--- config.mk ---
export PLATFORM = sky130hd
export DESIGN_NAME = parking_controller
export DESIGN_NICKNAME = d
export VERILOG_FILES = /design/src/rtl/parking_controller_pkg.sv /design/src/rtl/parking_capacity_schedule.sv /design/src/rtl/parking_controller.sv
export SDC_FILE = /design/constraint.sdc
export NUM_CORES = 1
export LEC_CHECK = 0
export BUFFER_PORTS_ARGS = -buffer_cell sky130_fd_sc_hd__buf_4
export CAP_MARGIN = 20
export CORE_AREA = 2 2 90 92
export DETAILED_ROUTE_END_ITERATION = 12
export DIE_AREA = 0 0 92 94
export PLACE_DENSITY = 0.75
export SYNTH_ARGS = -nofsm -noshare
export SYNTH_HDL_FRONTEND = slang
export SYNTH_SLANG_ARGS = --single-unit
--- constraint.sdc ---
create_clock -name clk -period 5.2 [get_ports clk]
set_input_delay 0.26 -clock clk [delete_from_list [all_inputs] [get_ports clk]]
set_output_delay 0.26 -clock clk [all_outputs]
set_load 0.02 [all_outputs]
--- src/rtl/parking_controller_pkg.sv ---
// parking_controller_pkg: shared constants and counter helpers for the parking lot controller
//   CNT_W            width of every count, capacity and vacated value
//   SHIFT_START_HOUR first hour at which free capacity starts growing
//   SHIFT_END_HOUR   hour from which free capacity stays at its maximum
//   next_count       one-cycle update of a class count from entry/exit events
//   sat_sub          capacity minus count, clamped at zero
package parking_controller_pkg;
    localparam int CNT_W            = 10;
    localparam int SHIFT_START_HOUR = 13;
    localparam int SHIFT_END_HOUR   = 16;

    // Entry and exit are judged against the same pre-cycle count, so an exit
    // frees the slot a simultaneous entry takes even when the class is full.
    function automatic logic [CNT_W-1:0] next_count(
        input logic [CNT_W-1:0] cnt,
        input logic [CNT_W-1:0] cap,
        input logic             enter,
        input logic             leave
    );
        logic out_ok;
        logic in_ok;
        out_ok = leave && cnt != '0;
        in_ok  = enter && (cnt < cap || out_ok);
        return in_ok == out_ok ? cnt : in_ok ? cnt + 1'b1 : cnt - 1'b1;
    endfunction

    // A shrinking schedule can leave count above capacity; read that as no space.
    function automatic logic [CNT_W-1:0] sat_sub(
        input logic [CNT_W-1:0] cap,
        input logic [CNT_W-1:0] cnt
    );
        return cap > cnt ? cap - cnt : '0;
    endfunction
endpackage

--- src/rtl/parking_capacity_schedule.sv ---
// parking_capacity_schedule: hour-dependent split of the lot between free and uni cars
//   current_hour in  6      hour of day (24..63 treated like the evening)
//   free_cap     out CNT_W  free-class capacity
//   uni_cap      out CNT_W  uni capacity, the rest of the lot
module parking_capacity_schedule
    import parking_controller_pkg::*;
#(
    parameter int TOTAL_SPACE = 700,
    parameter int FREE_BASE   = 200,
    parameter int FREE_STEP   = 50
) (
    input  logic [5:0]       current_hour,
    output logic [CNT_W-1:0] free_cap,
    output logic [CNT_W-1:0] uni_cap
);
    localparam logic [CNT_W-1:0] TOTAL = CNT_W'(TOTAL_SPACE);
    localparam logic [CNT_W-1:0] BASE  = CNT_W'(FREE_BASE);
    localparam logic [CNT_W-1:0] STEP  = CNT_W'(FREE_STEP);

    logic [CNT_W-1:0] steps;

    // Number of FREE_STEP increments in force: 0 in the morning, 1..3 during
    // the afternoon shift, 4 from the end of the shift onward.
    always_comb begin
        steps    = current_hour < 6'(SHIFT_START_HOUR) ? '0 :
                   current_hour < 6'(SHIFT_END_HOUR)   ? CNT_W'(current_hour - 6'(SHIFT_START_HOUR - 1)) :
                                                         CNT_W'(SHIFT_END_HOUR - SHIFT_START_HOUR + 1);
        free_cap = BASE + STEP * steps;
        uni_cap  = TOTAL - free_cap;
    end
endmodule

--- src/rtl/parking_controller.sv ---
// parking_controller: per-class occupancy counting and space-available signage
//   clk                  in  1   system clock
//   rst_n                in  1   asynchronous active-low reset
//   car_entered          in  1   entry level, rising edge = one entry
//   is_uni_car_entered   in  1   class of entering car (1 = uni)
//   car_exited           in  1   exit level, rising edge = one exit
//   is_uni_car_exited    in  1   class of exiting car (1 = uni)
//   current_hour         in  6   hour of day
//   uni_parked_car       out 10  uni cars parked
//   parked_car           out 10  free-class cars parked
//   uni_vacated_space    out 10  uni spaces remaining
//   vacated_space        out 10  free-class spaces remaining
//   uni_is_vacated_space out 1   uni space available
//   is_vacated_space     out 1   free-class space available
module parking_controller
    import parking_controller_pkg::*;
#(
    parameter int TOTAL_SPACE = 700,
    parameter int FREE_BASE   = 200,
    parameter int FREE_STEP   = 50
) (
    input  logic             clk,
    input  logic             rst_n,
    input  logic             car_entered,
    input  logic             is_uni_car_entered,
    input  logic             car_exited,
    input  logic             is_uni_car_exited,
    input  logic [5:0]       current_hour,
    output logic [CNT_W-1:0] uni_parked_car,
    output logic [CNT_W-1:0] parked_car,
    output logic [CNT_W-1:0] uni_vacated_space,
    output logic [CNT_W-1:0] vacated_space,
    output logic             uni_is_vacated_space,
    output logic             is_vacated_space
);
    logic [CNT_W-1:0] free_cap;
    logic [CNT_W-1:0] uni_cap;
    logic             entered_q;
    logic             exited_q;
    logic             enter_ev;
    logic             exit_ev;

    parking_capacity_schedule #(
        .TOTAL_SPACE(TOTAL_SPACE),
        .FREE_BASE  (FREE_BASE),
        .FREE_STEP  (FREE_STEP)
    ) u_schedule (
        .current_hour(current_hour),
        .free_cap    (free_cap),
        .uni_cap     (uni_cap)
    );

    assign enter_ev = car_entered & ~entered_q;
    assign exit_ev  = car_exited & ~exited_q;

    always_ff @(posedge clk or negedge rst_n) begin
        if (!rst_n) begin
            entered_q      <= 1'b0;
            exited_q       <= 1'b0;
            uni_parked_car <= '0;
            parked_car     <= '0;
        end else begin
            entered_q      <= car_entered;
            exited_q       <= car_exited;
            uni_parked_car <= next_count(uni_parked_car, uni_cap,
                                         enter_ev & is_uni_car_entered, exit_ev & is_uni_car_exited);
            parked_car     <= next_count(parked_car, free_cap,
                                         enter_ev & ~is_uni_car_entered, exit_ev & ~is_uni_car_exited);
        end
    end

    always_comb begin
        uni_vacated_space    = sat_sub(uni_cap, uni_parked_car);
        vacated_space        = sat_sub(free_cap, parked_car);
        uni_is_vacated_space = uni_vacated_space != '0;
        is_vacated_space     = vacated_space != '0;
    end
endmodule

==> impl_metrics.env, run 1 <==
export IMPL_status="finished with violations"
export IMPL_violations="setup timing"
export IMPL_p_leak_nw=2.42
export IMPL_slew_headroom=0.420
export IMPL_grt_usage=0.215
export IMPL_numCtsBuffers=3
export IMPL_synth_area_um2=3350
export IMPL_critPathMaxFanout=6
export IMPL_io_buffers=53
export IMPL_postLayoutCellArea_um2=5270
export IMPL_synth_xor_area_frac=0.115
export IMPL_die_w_um=92
export IMPL_powerDensity_nw_per_um2=754
export IMPL_synth_top_family_by_area="adder cells"
export IMPL_layout_setup_ws_ns=-0.303
export IMPL_synth_adder_area_share=0.243
export IMPL_place_area_um2=4630
export IMPL_dieArea_um2=8650
export IMPL_yosysSeqAreaShare=0.164
export IMPL_antenna_found_initial=0
export IMPL_drive_above_1_share=0.436
export IMPL_synth_flop_cell="dfrtp_1"
export IMPL_hp_class="in2reg"
export IMPL_antenna_cells=0
export IMPL_setup_viol=11
export IMPL_muxShareOfSynthArea=0.0575
export IMPL_grt_pass1_vias=3485
export IMPL_yosys_area_share_simple=0.171
export IMPL_wl_per_cell_um=14.6
export IMPL_cts_root_buf="clkbuf_8"
export IMPL_fmax_mhz=182
export IMPL_arrival_ns=5.65
export IMPL_critPathKind="in2reg"
export IMPL_final_nets=621
export IMPL_peakVddDrop_uv=504
export IMPL_vias_per_cell=5.34
export IMPL_antenna_left=0
export IMPL_path_clk_slew_ns=0.08
export IMPL_synth_async_sr_flop_share=1.00
export IMPL_post_route_util=0.692
export IMPL_worstMarginPinSlew_ns=0.868
export IMPL_yosysWarnings=0
export IMPL_hold_violations=0
export IMPL_clock_skew_ns=0.00629
export IMPL_rsz0062_at_grt="true"
export IMPL_period_share=1.06
export IMPL_cts_max_level=1
export IMPL_synth_area_per_cell_um2=8.22
export IMPL_reg2reg_slack_ns=1.81
export IMPL_rows=32
export IMPL_start_util=0.441
export IMPL_first_iter_violations=72
export IMPL_synth_edf_count=0
export IMPL_first_pass_iters=4
export IMPL_grt_remaining_overflow=0
export IMPL_synth_compound_area_frac=0.203
export IMPL_core_um2=7610
export IMPL_syn_to_final_growth_pct=57.1
export IMPL_crit_required_ns=5.35
export IMPL_clockBufferDepth=2
export IMPL_clock_sinks=22
export IMPL_maxCapViolCount=0
export IMPL_dp_hpwl_mm=7.31
export IMPL_gp_routability_congestion=0.927
export IMPL_ys_ff_latch=22
export IMPL_dr_total_vias=3459
export IMPL_fin_crit_ns=5.50
export IMPL_grt_pass1_wl_mm=15.3
export IMPL_syn_inst=408
export IMPL_die_h_um=94
export IMPL_io_pins=54
export IMPL_wl_mm=9.47
export IMPL_cts_tree="yes"
export IMPL_drv_slew=0
export IMPL_n_fill_cell=591
export IMPL_grt_max_degree=23
export IMPL_synthDistinctLibCells=43
export IMPL_cp_start_kind="input port"
export IMPL_clock_latency_ns=0.27
export IMPL_endpoint_kind="flip-flop"
export IMPL_drc=0
worst max-delay path: stages:
cell and delay [ns]:
buf_6 0.09, or2_4 0.26, a311oi_4 0.25, inv_2 0.12, ha_4 0.30, ha_4 0.20
fa_1 0.58, ha_4 0.22, buf_6 0.12, xor2_4 0.16, nor2_1 0.13, o21ai_1 0.10
xor2_1 0.18, o21bai_4 0.18, xnor2_1 0.14, ha_1 0.33, nand2_2 0.07, o21ba_4 0.20
o21a_1 0.13, nor2_2 0.05, a21o_4 0.27, ha_4 0.23, nor2b_4 0.12, o31a_1 0.33
o31ai_4 0.28, a21oi_2 0.09, xnor2_1 0.15, mux2i_1 0.10
cells by family after synthesis:
group	count (synthesis)
XOR/XNOR	44
AO/OA/AOI/OAI	102
buffers and inverters	39
other	2
AND/OR/NAND/NOR	120
flip-flops	22
adder cells (fa/ha/maj)	61
multiplexers	18
cell usage after synthesis (7+ instances only):
cell / count / area, µm²
ha_1: 54 / 676
nor2_1: 50 / 188
inv_1: 35 / 131
xnor2_1: 29 / 254
a21oi_1: 28 / 140
nand2_1: 23 / 86.3
dfrtp_1: 22 / 551
o21ai_0: 21 / 105
a21o_1: 15 / 113
xor2_1: 15 / 131
mux2i_1: 14 / 140
a211oi_1: 11 / 82.6
nand4_1: 8 / 50.1
fa_1: 7 / 140
cell usage in the layout, fill, tap and decap left out, types with 3 or more instances in the layout:
cell type / count
nand3_1: 4
nor2_2: 4
ha_1: 31
o21ai_1: 4
o21ai_2: 6
nand2_1: 14
ha_4: 21
a211oi_2: 4
and2_4: 3
dfrtp_1: 22
xor2_1: 14
nand2_2: 6
o21ai_0: 10
a21oi_2: 8
fa_2: 3
nor3_1: 5
conb_1: 4
buf_4: 122
buf_6: 13
nand2b_1: 4
mux2i_1: 14
o21a_1: 6
inv_1: 32
a21o_1: 13
nor2_1: 45
xnor2_1: 27
nor3b_1: 3
fa_1: 4
clkbuf_8: 3
nand4_1: 8
a211oi_1: 6
a21oi_1: 19
or2_2: 4
o31ai_4: 3
worst paths after layout:
check                      cells after the start            start                 to
setup / recovery                              28  current_hour[1]  uni_parked_car[8]
hold / removal                                 1       car_exited           exited_q
setup reg to reg                              16    parked_car[1]      parked_car[8]
hold reg to reg                                1    parked_car[9]      parked_car[9]
max in group asynchronous                      2            rst_n           exited_q
min in group asynchronous                      2            rst_n  uni_parked_car[1]
final cells by class:
cell class	count	area, µm²	area share
tap	102	128	0.0242
timing repair buffer	137	1090	0.207
inverter	35	134	0.0254
sequential	22	551	0.105
clock buffer	3	41.3	0.00784
multi-input combinational	349	3320	0.630
report_power, final:
group	switching, mW	internal, mW	total, mW
registers	0.146	0.252	0.398
logic	1.76	1.70	3.46
clock network	0.0623	0.0520	0.114
total	1.96	2.01	3.97
state kept, by name, summed over array words and instances (netlist names):
signal and cells:
entered_q 1, exited_q 1, parked_car 10, uni_parked_car 10
per-layer routing:
metal | wire length [µm] | GRT usage
met1 | 4080 | 0.253
met2 | 4990 | 0.420
met3 | 288 | 0.0209
met4 | 110 | 0.0435
met5 | 0 | 0
per-stage QoR:
| stage | hold slack (ns) | setup TNS (ns) | cells | setup slack (ns) | power [mW] |
|---|---|---|---|---|---|
| after floorplan | -0.0356 | -0.410 | 410 | -0.200 | 2.31 |
| final | 0.110 | -1.70 | 648 | -0.303 | 3.97 |
| after global placement | 0.167 | -5.57 | 628 | -0.540 | 3.27 |
| after CTS | 0.107 | -1.24 | 641 | -0.214 | 3.68 |
| after detailed placement | 0.171 | -8.95 | 628 | -0.758 | 3.36 |
| after global routing | 0.102 | -4.80 | 648 | -0.564 | 4.28 |
timing repair:
action / 4_1_cts / 5_1_grt
pin swaps: 33 / 48
endpoints found under the setup margin: 16 / 18
hold buffers: 1 / 0
buffers inserted: 10 / 8
gates resized for setup: 49 / 43
endpoints found under the hold margin: 22 / 0
(Power assumes the default switching activity.)
==> run 2, diff against run 1 <==
--- a/config.mk
+++ b/config.mk
@@ -5,11 +5,12 @@
 export SDC_FILE = /design/constraint.sdc
 export NUM_CORES = 1
 export LEC_CHECK = 0
+export ABC_AREA = 1
 export BUFFER_PORTS_ARGS = -buffer_cell sky130_fd_sc_hd__buf_4
 export CAP_MARGIN = 20
-export CORE_AREA = 2 2 90 92
+export CORE_AREA = 2 2 95 97
 export DETAILED_ROUTE_END_ITERATION = 12
-export DIE_AREA = 0 0 92 94
+export DIE_AREA = 0 0 97 99
 export PLACE_DENSITY = 0.75
 export SYNTH_ARGS = -nofsm -noshare
 export SYNTH_HDL_FRONTEND = slang
==> impl_metrics.env, run 2 <==
export IMPL_status="finished clean"
export IMPL_stdcell_count=831
export IMPL_grt_usage=0.214
export IMPL_antenna_cells=0
export IMPL_fin_crit_ns=5.15
export IMPL_critPathMaxStageDelay_ns=0.59
export IMPL_clockBufferDepth=2
export IMPL_hp_class="in2reg"
export IMPL_top_layer="met4"
export IMPL_yosysWarnings=0
export IMPL_cts_root_buf="clkbuf_8"
export IMPL_core_um2=8550
export IMPL_netlist_top_cells_count="nand2_1 (167), inv_1 (100), ha_1 (54), nor2_1 (54), nand3_1 (50)"
export IMPL_wl_met1_mm=4.90
export IMPL_slew_headroom=0.572
export IMPL_dr_total_vias=4267
export IMPL_final_cell_mix="nand2_1 (142), buf_4 (122), inv_1 (95)"
export IMPL_path_clk_slew_ns=0.10
export IMPL_critPathTopFamily="simple AND/OR/NAND/NOR gates"
export IMPL_grt_remaining_overflow=0
export IMPL_rows=34
export IMPL_ys_ff_latch=22
export IMPL_wl_mm=11.4
export IMPL_arrival_ns=5.37
export IMPL_cts_max_level=1
export IMPL_syn_inst=595
export IMPL_yosys_area_share_simple=0.348
export IMPL_gp_routability_congestion=0.890
export IMPL_drc=0
export IMPL_io_pins=54
export IMPL_syn_to_final_growth_pct=43.6
export IMPL_muxShareOfSynthArea=0
export IMPL_synth_top_family_by_area="simple AND/OR/NAND/NOR gates"
export IMPL_drv_slew=0
export IMPL_first_iter_violations=252
export IMPL_cp_start_kind="input port"
export IMPL_dieArea_um2=9600
export IMPL_clock_sinks=22
export IMPL_synth_compound_area_frac=0.110
export IMPL_rsz0062_at_grt="true"
export IMPL_numCtsBuffers=3
export IMPL_antenna_left=0
export IMPL_critPathMaxFanout=5
export IMPL_wl_met3_um=391
export IMPL_synth_edf_count=0
export IMPL_die_w_um=97
export IMPL_start_util=0.445
export IMPL_grt_max_degree=23
export IMPL_yosysTopAreaCell="ha_1"
export IMPL_critPathKind="in2reg"
export IMPL_wl_per_cell_um=13.7
export IMPL_fmax_mhz=194
export IMPL_dp_hpwl_mm=8.36
export IMPL_grt_pass1_vias=4004
export IMPL_synth_async_sr_flop_share=1.00
export IMPL_final_nets=797
export IMPL_crit_required_ns=5.41
export IMPL_whs_ns=0.0882
export IMPL_vias_per_cell=5.13
export IMPL_synthDistinctLibCells=32
export IMPL_drive_above_1_share=0.340
export IMPL_yosysSeqAreaShare=0.145
export IMPL_first_pass_iters=5
export IMPL_cp_num_buf_inv=4
export IMPL_period_share=0.991
export IMPL_cts_tree="yes"
export IMPL_clock_latency_ns=0.28
export IMPL_cp_slowest_cell="fa_2"
export IMPL_synth_area_per_cell_um2=6.39
export IMPL_synth_flop_cell="dfrtp_1"
export IMPL_setup_viol=0
export IMPL_hold_violations=0
export IMPL_synth_xor_area_frac=0.0691
export IMPL_layout_commonest_cell="nand2_1"
export IMPL_worstMarginPinSlew_ns=0.639
export IMPL_synth_top_area_share=0.178
export IMPL_post_synth_top_count_cell="nand2_1"
export IMPL_post_route_util=0.639
export IMPL_synth_adder_area_share=0.215
export IMPL_io_buffers=53
export IMPL_synth_area_um2=3800
export IMPL_maxCapViolCount=0
export IMPL_grt_pass1_wl_mm=17.6
export IMPL_clock_skew_ns=0.0105
export IMPL_dp_cells=820
export IMPL_endpoint_kind="flip-flop"
export IMPL_synth_area_top_cells="ha_1 (18%), nand2_1 (16%), dfrtp_1 (14%)"
export IMPL_antenna_found_initial=0
export IMPL_wl_met2_mm=5.82
export IMPL_reg_largest_list="parked_car (10), uni_parked_car (10)"
export IMPL_cp_common_cell="nand2_2"
export IMPL_die_h_um=99
[run 2: cell types whose count changed after synthesis, sizes merged, moves of 13 or more]
cell and change:
inv +68, mux2i -14, xnor2 -25, o21ai +13
nand3 +49, nand2 +152
[run 2: layer usage]
| metal | vias up | global-route usage |
|---|---|---|
| met3 | 26 | 0.0262 |
| met5 | - | 0 |
| met2 | 114 | 0.403 |
| li1 | 2148 | - |
| met4 | 0 | 0.0293 |
| met1 | 1979 | 0.268 |
[run 2: final timing paths]
| kind | start | endpoint | slack [ns] | cells after the start |
|---|---|---|---|---|
| max | current_hour[3] | parked_car[8] | 0.05 | 34 |
| min | car_exited | exited_q | 0.09 | 1 |
| max reg2reg | parked_car[5] | parked_car[8] | 2.07 | 19 |
| min reg2reg | uni_parked_car[9] | uni_parked_car[9] | 0.53 | 2 |
| max in group asynchronous | rst_n | parked_car[3] | 4.55 | 2 |
| min in group asynchronous | rst_n | uni_parked_car[0] | 0.40 | 2 |
[run 2: stage by stage]
step                instance area [µm²]  setup slack (ns)  TNS, ns
detailed placement                 4790            -0.552    -6.35
floorplan                          3810            0.0390        0
global route                       5460            -0.255    -1.12
global placement                   4790            -0.356    -3.03
CTS                                4990           -0.0233  -0.0233
finish                             5460            0.0470        0
[run 2: timing repair]
item / in CTS / in global routing
hold buffers: 1 / 0
endpoints found under the setup margin: 15 / 28
resized for setup: 25 / 90
hold endpoints to repair: 22 / 0
pin swaps: 3 / 46
cloned: 0 / 1
setup buffers: 0 / 5
[run 2: area by class of cell]
| type | instances | area, µm² |
|---|---|---|
| Clock buffer | 3 | 41.3 |
| Tap cell | 108 | 135 |
| Fill cell | 713 | 3090 |
| Timing Repair Buffer | 123 | 926 |
| Clock inverter | 1 | 30.0 |
| Inverter | 104 | 410 |
| Multi-Input combinational cell | 469 | 3360 |
| Timing Repair inverter | 1 | 11.3 |
| Sequential cell | 22 | 551 |
[run 2: cells by family after synthesis]
| group | Yosys count |
|---|---|
| AO/OA/AOI/OAI | 71 |
| XOR/XNOR | 30 |
| adder cells (fa/ha/maj) | 61 |
| buffers and inverters | 106 |
| flip-flops | 22 |
| other | 2 |
| AND/OR/NAND/NOR | 303 |
Power of run 2 is not shown: default switching activity piles up to over one toggle a cycle in this logic, so the estimate is an artifact.
==> run 3, diff against run 2 <==
--- a/config.mk
+++ b/config.mk
@@ -8,10 +8,10 @@
 export ABC_AREA = 1
 export BUFFER_PORTS_ARGS = -buffer_cell sky130_fd_sc_hd__buf_4
 export CAP_MARGIN = 20
-export CORE_AREA = 2 2 95 97
+export CORE_AREA = 2 2 87 89
 export DETAILED_ROUTE_END_ITERATION = 12
-export DIE_AREA = 0 0 97 99
-export PLACE_DENSITY = 0.75
+export DIE_AREA = 0 0 89 91
+export PLACE_DENSITY = 0.86
 export SYNTH_ARGS = -nofsm -noshare
 export SYNTH_HDL_FRONTEND = slang
 export SYNTH_SLANG_ARGS = --single-unit
==> impl_metrics.env, run 3 (synthesis gave the netlist of run 2 again) <==
export IMPL_status="finished clean"
export IMPL_grt_max_degree=23
export IMPL_core_um2=7140
export IMPL_crit_start="current_hour[4]"
export IMPL_critPathMaxStageDelay_ns=0.45
export IMPL_antenna_found_initial=0
export IMPL_clock_sinks=22
export IMPL_final_nets=795
export IMPL_path_depth=31
export IMPL_fmax_mhz=197
export IMPL_hold_depth=1
export IMPL_start_util=0.533
export IMPL_arrival_ns=5.27
export IMPL_path_clk_slew_ns=0.08
export IMPL_dp_hpwl_mm=8.53
export IMPL_crit_required_ns=5.40
export IMPL_wl_per_cell_um=15.1
export IMPL_dieArea_um2=8100
export IMPL_rows=31
export IMPL_clockBufferDepth=2
export IMPL_critPathMaxFanout=4
export IMPL_reg2reg_slack_ns=2.04
export IMPL_die_w_um=89
export IMPL_cp_num_buf_inv=3
export IMPL_fin_crit_ns=5.07
export IMPL_vias_per_cell=5.48
export IMPL_period_share=0.975
export IMPL_grt_pass1_wl_mm=18.4
export IMPL_hp_start="car_exited"
export IMPL_drv_slew=0
export IMPL_timing_rr_start="uni_parked_car[0]"
export IMPL_endpoint_kind="flip-flop"
export IMPL_grt_pass1_vias=4237
export IMPL_gp_routability_congestion=0.910
export IMPL_cp_common_cell="nand2_1"
export IMPL_maxCapViolCount=0
export IMPL_clock_skew_ns=0.00983
export IMPL_grt_usage=0.275
export IMPL_io_pins=54
export IMPL_reg2regPathDepth=16
export IMPL_grt_remaining_overflow=0
export IMPL_place_area_um2=4740
export IMPL_first_pass_iters=5
export IMPL_numCtsBuffers=3
export IMPL_cts_tree="yes"
export IMPL_hp_class="in2reg"
export IMPL_drc=0
export IMPL_hold_violations=0
export IMPL_antenna_cells=0
export IMPL_clock_latency_ns=0.28
export IMPL_postLayoutCellArea_um2=5420
export IMPL_cts_max_level=1
export IMPL_n_fill_cell=526
export IMPL_dr_total_vias=4497
export IMPL_critPathKind="in2reg"
export IMPL_post_route_util=0.759
export IMPL_setup_viol=0
export IMPL_whs_ns=0.104
export IMPL_drive_above_1_share=0.325
export IMPL_layout_commonest_cell="nand2_1"
export IMPL_reg_largest_list="parked_car (10), uni_parked_car (10)"
export IMPL_io_buffers=53
export IMPL_first_iter_violations=332
export IMPL_antenna_left=0
export IMPL_die_h_um=91
export IMPL_cts_root_buf="clkbuf_8"
export IMPL_syn_to_final_growth_pct=42.5
export IMPL_critPathTopFamily="adder cells"
export IMPL_cp_start_kind="input port"
export IMPL_cp_slowest_cell="fa_1"
export IMPL_final_cell_mix="nand2_1 (153), buf_4 (120), inv_1 (97)"
export IMPL_wl_mm=12.4
## run 3: cell count changes in the layout (fill, tap and decap cells not counted), moves of 4 or more
cell	delta
nand2_2	-11
nand2_1	+11
ha_4	+4
a21oi_1	+4
ha_1	-5
a21oi_2	-4
## run 3: repair_timing
item | CTS | global route
gates cloned | 0 | 1
hold endpoints to repair | 22 | 0
setup endpoints to repair | 14 | 27
pin swaps | 10 | 31
hold buffers | 1 | 0
setup buffers | 3 | 5
gates resized for setup | 38 | 59
## run 3: final cells by class
| class | instances | area (µm²) | area share |
|---|---|---|---|
| sequential | 22 | 551 | 0.102 |
| clock inverter | 1 | 30.0 | 0.00554 |
| clock buffer | 3 | 41.3 | 0.00762 |
| tap | 99 | 124 | 0.0229 |
| timing repair buffer | 121 | 911 | 0.168 |
| multi-input combinational | 469 | 3350 | 0.618 |
| timing repair inverter | 1 | 6.26 | 0.00116 |
| inverter | 104 | 405 | 0.0748 |
## run 3: worst paths after layout
check	end
min in group asynchronous	parked_car[4]
min	exited_q
min reg2reg	uni_parked_car[9]
max in group asynchronous	uni_parked_car[6]
max reg2reg	uni_parked_car[6]
max	uni_parked_car[6]
## run 3: metrics by stage
stage | worst slack [ns] | TNS (ns) | std cells
2_1_floorplan | 0.0390 | 0 | 597
3_3_place_gp | -0.264 | -2.28 | 806
3_5_place_dp | -0.535 | -5.75 | 806
4_1_cts | 0.00533 | 0 | 814
5_1_grt | -0.140 | -0.974 | 820
6_report | 0.132 | 0 | 820
## run 3: layer usage
metal,share of wire,GRT usage,vias to the layer above
li1,-,-,2148
met1,0.38,0.341,2103
met2,0.52,0.494,200
met3,0.064,0.0255,46
met4,0.032,0.0821,0
met5,0,0,-
Power of run 3 is left out for the same reason.
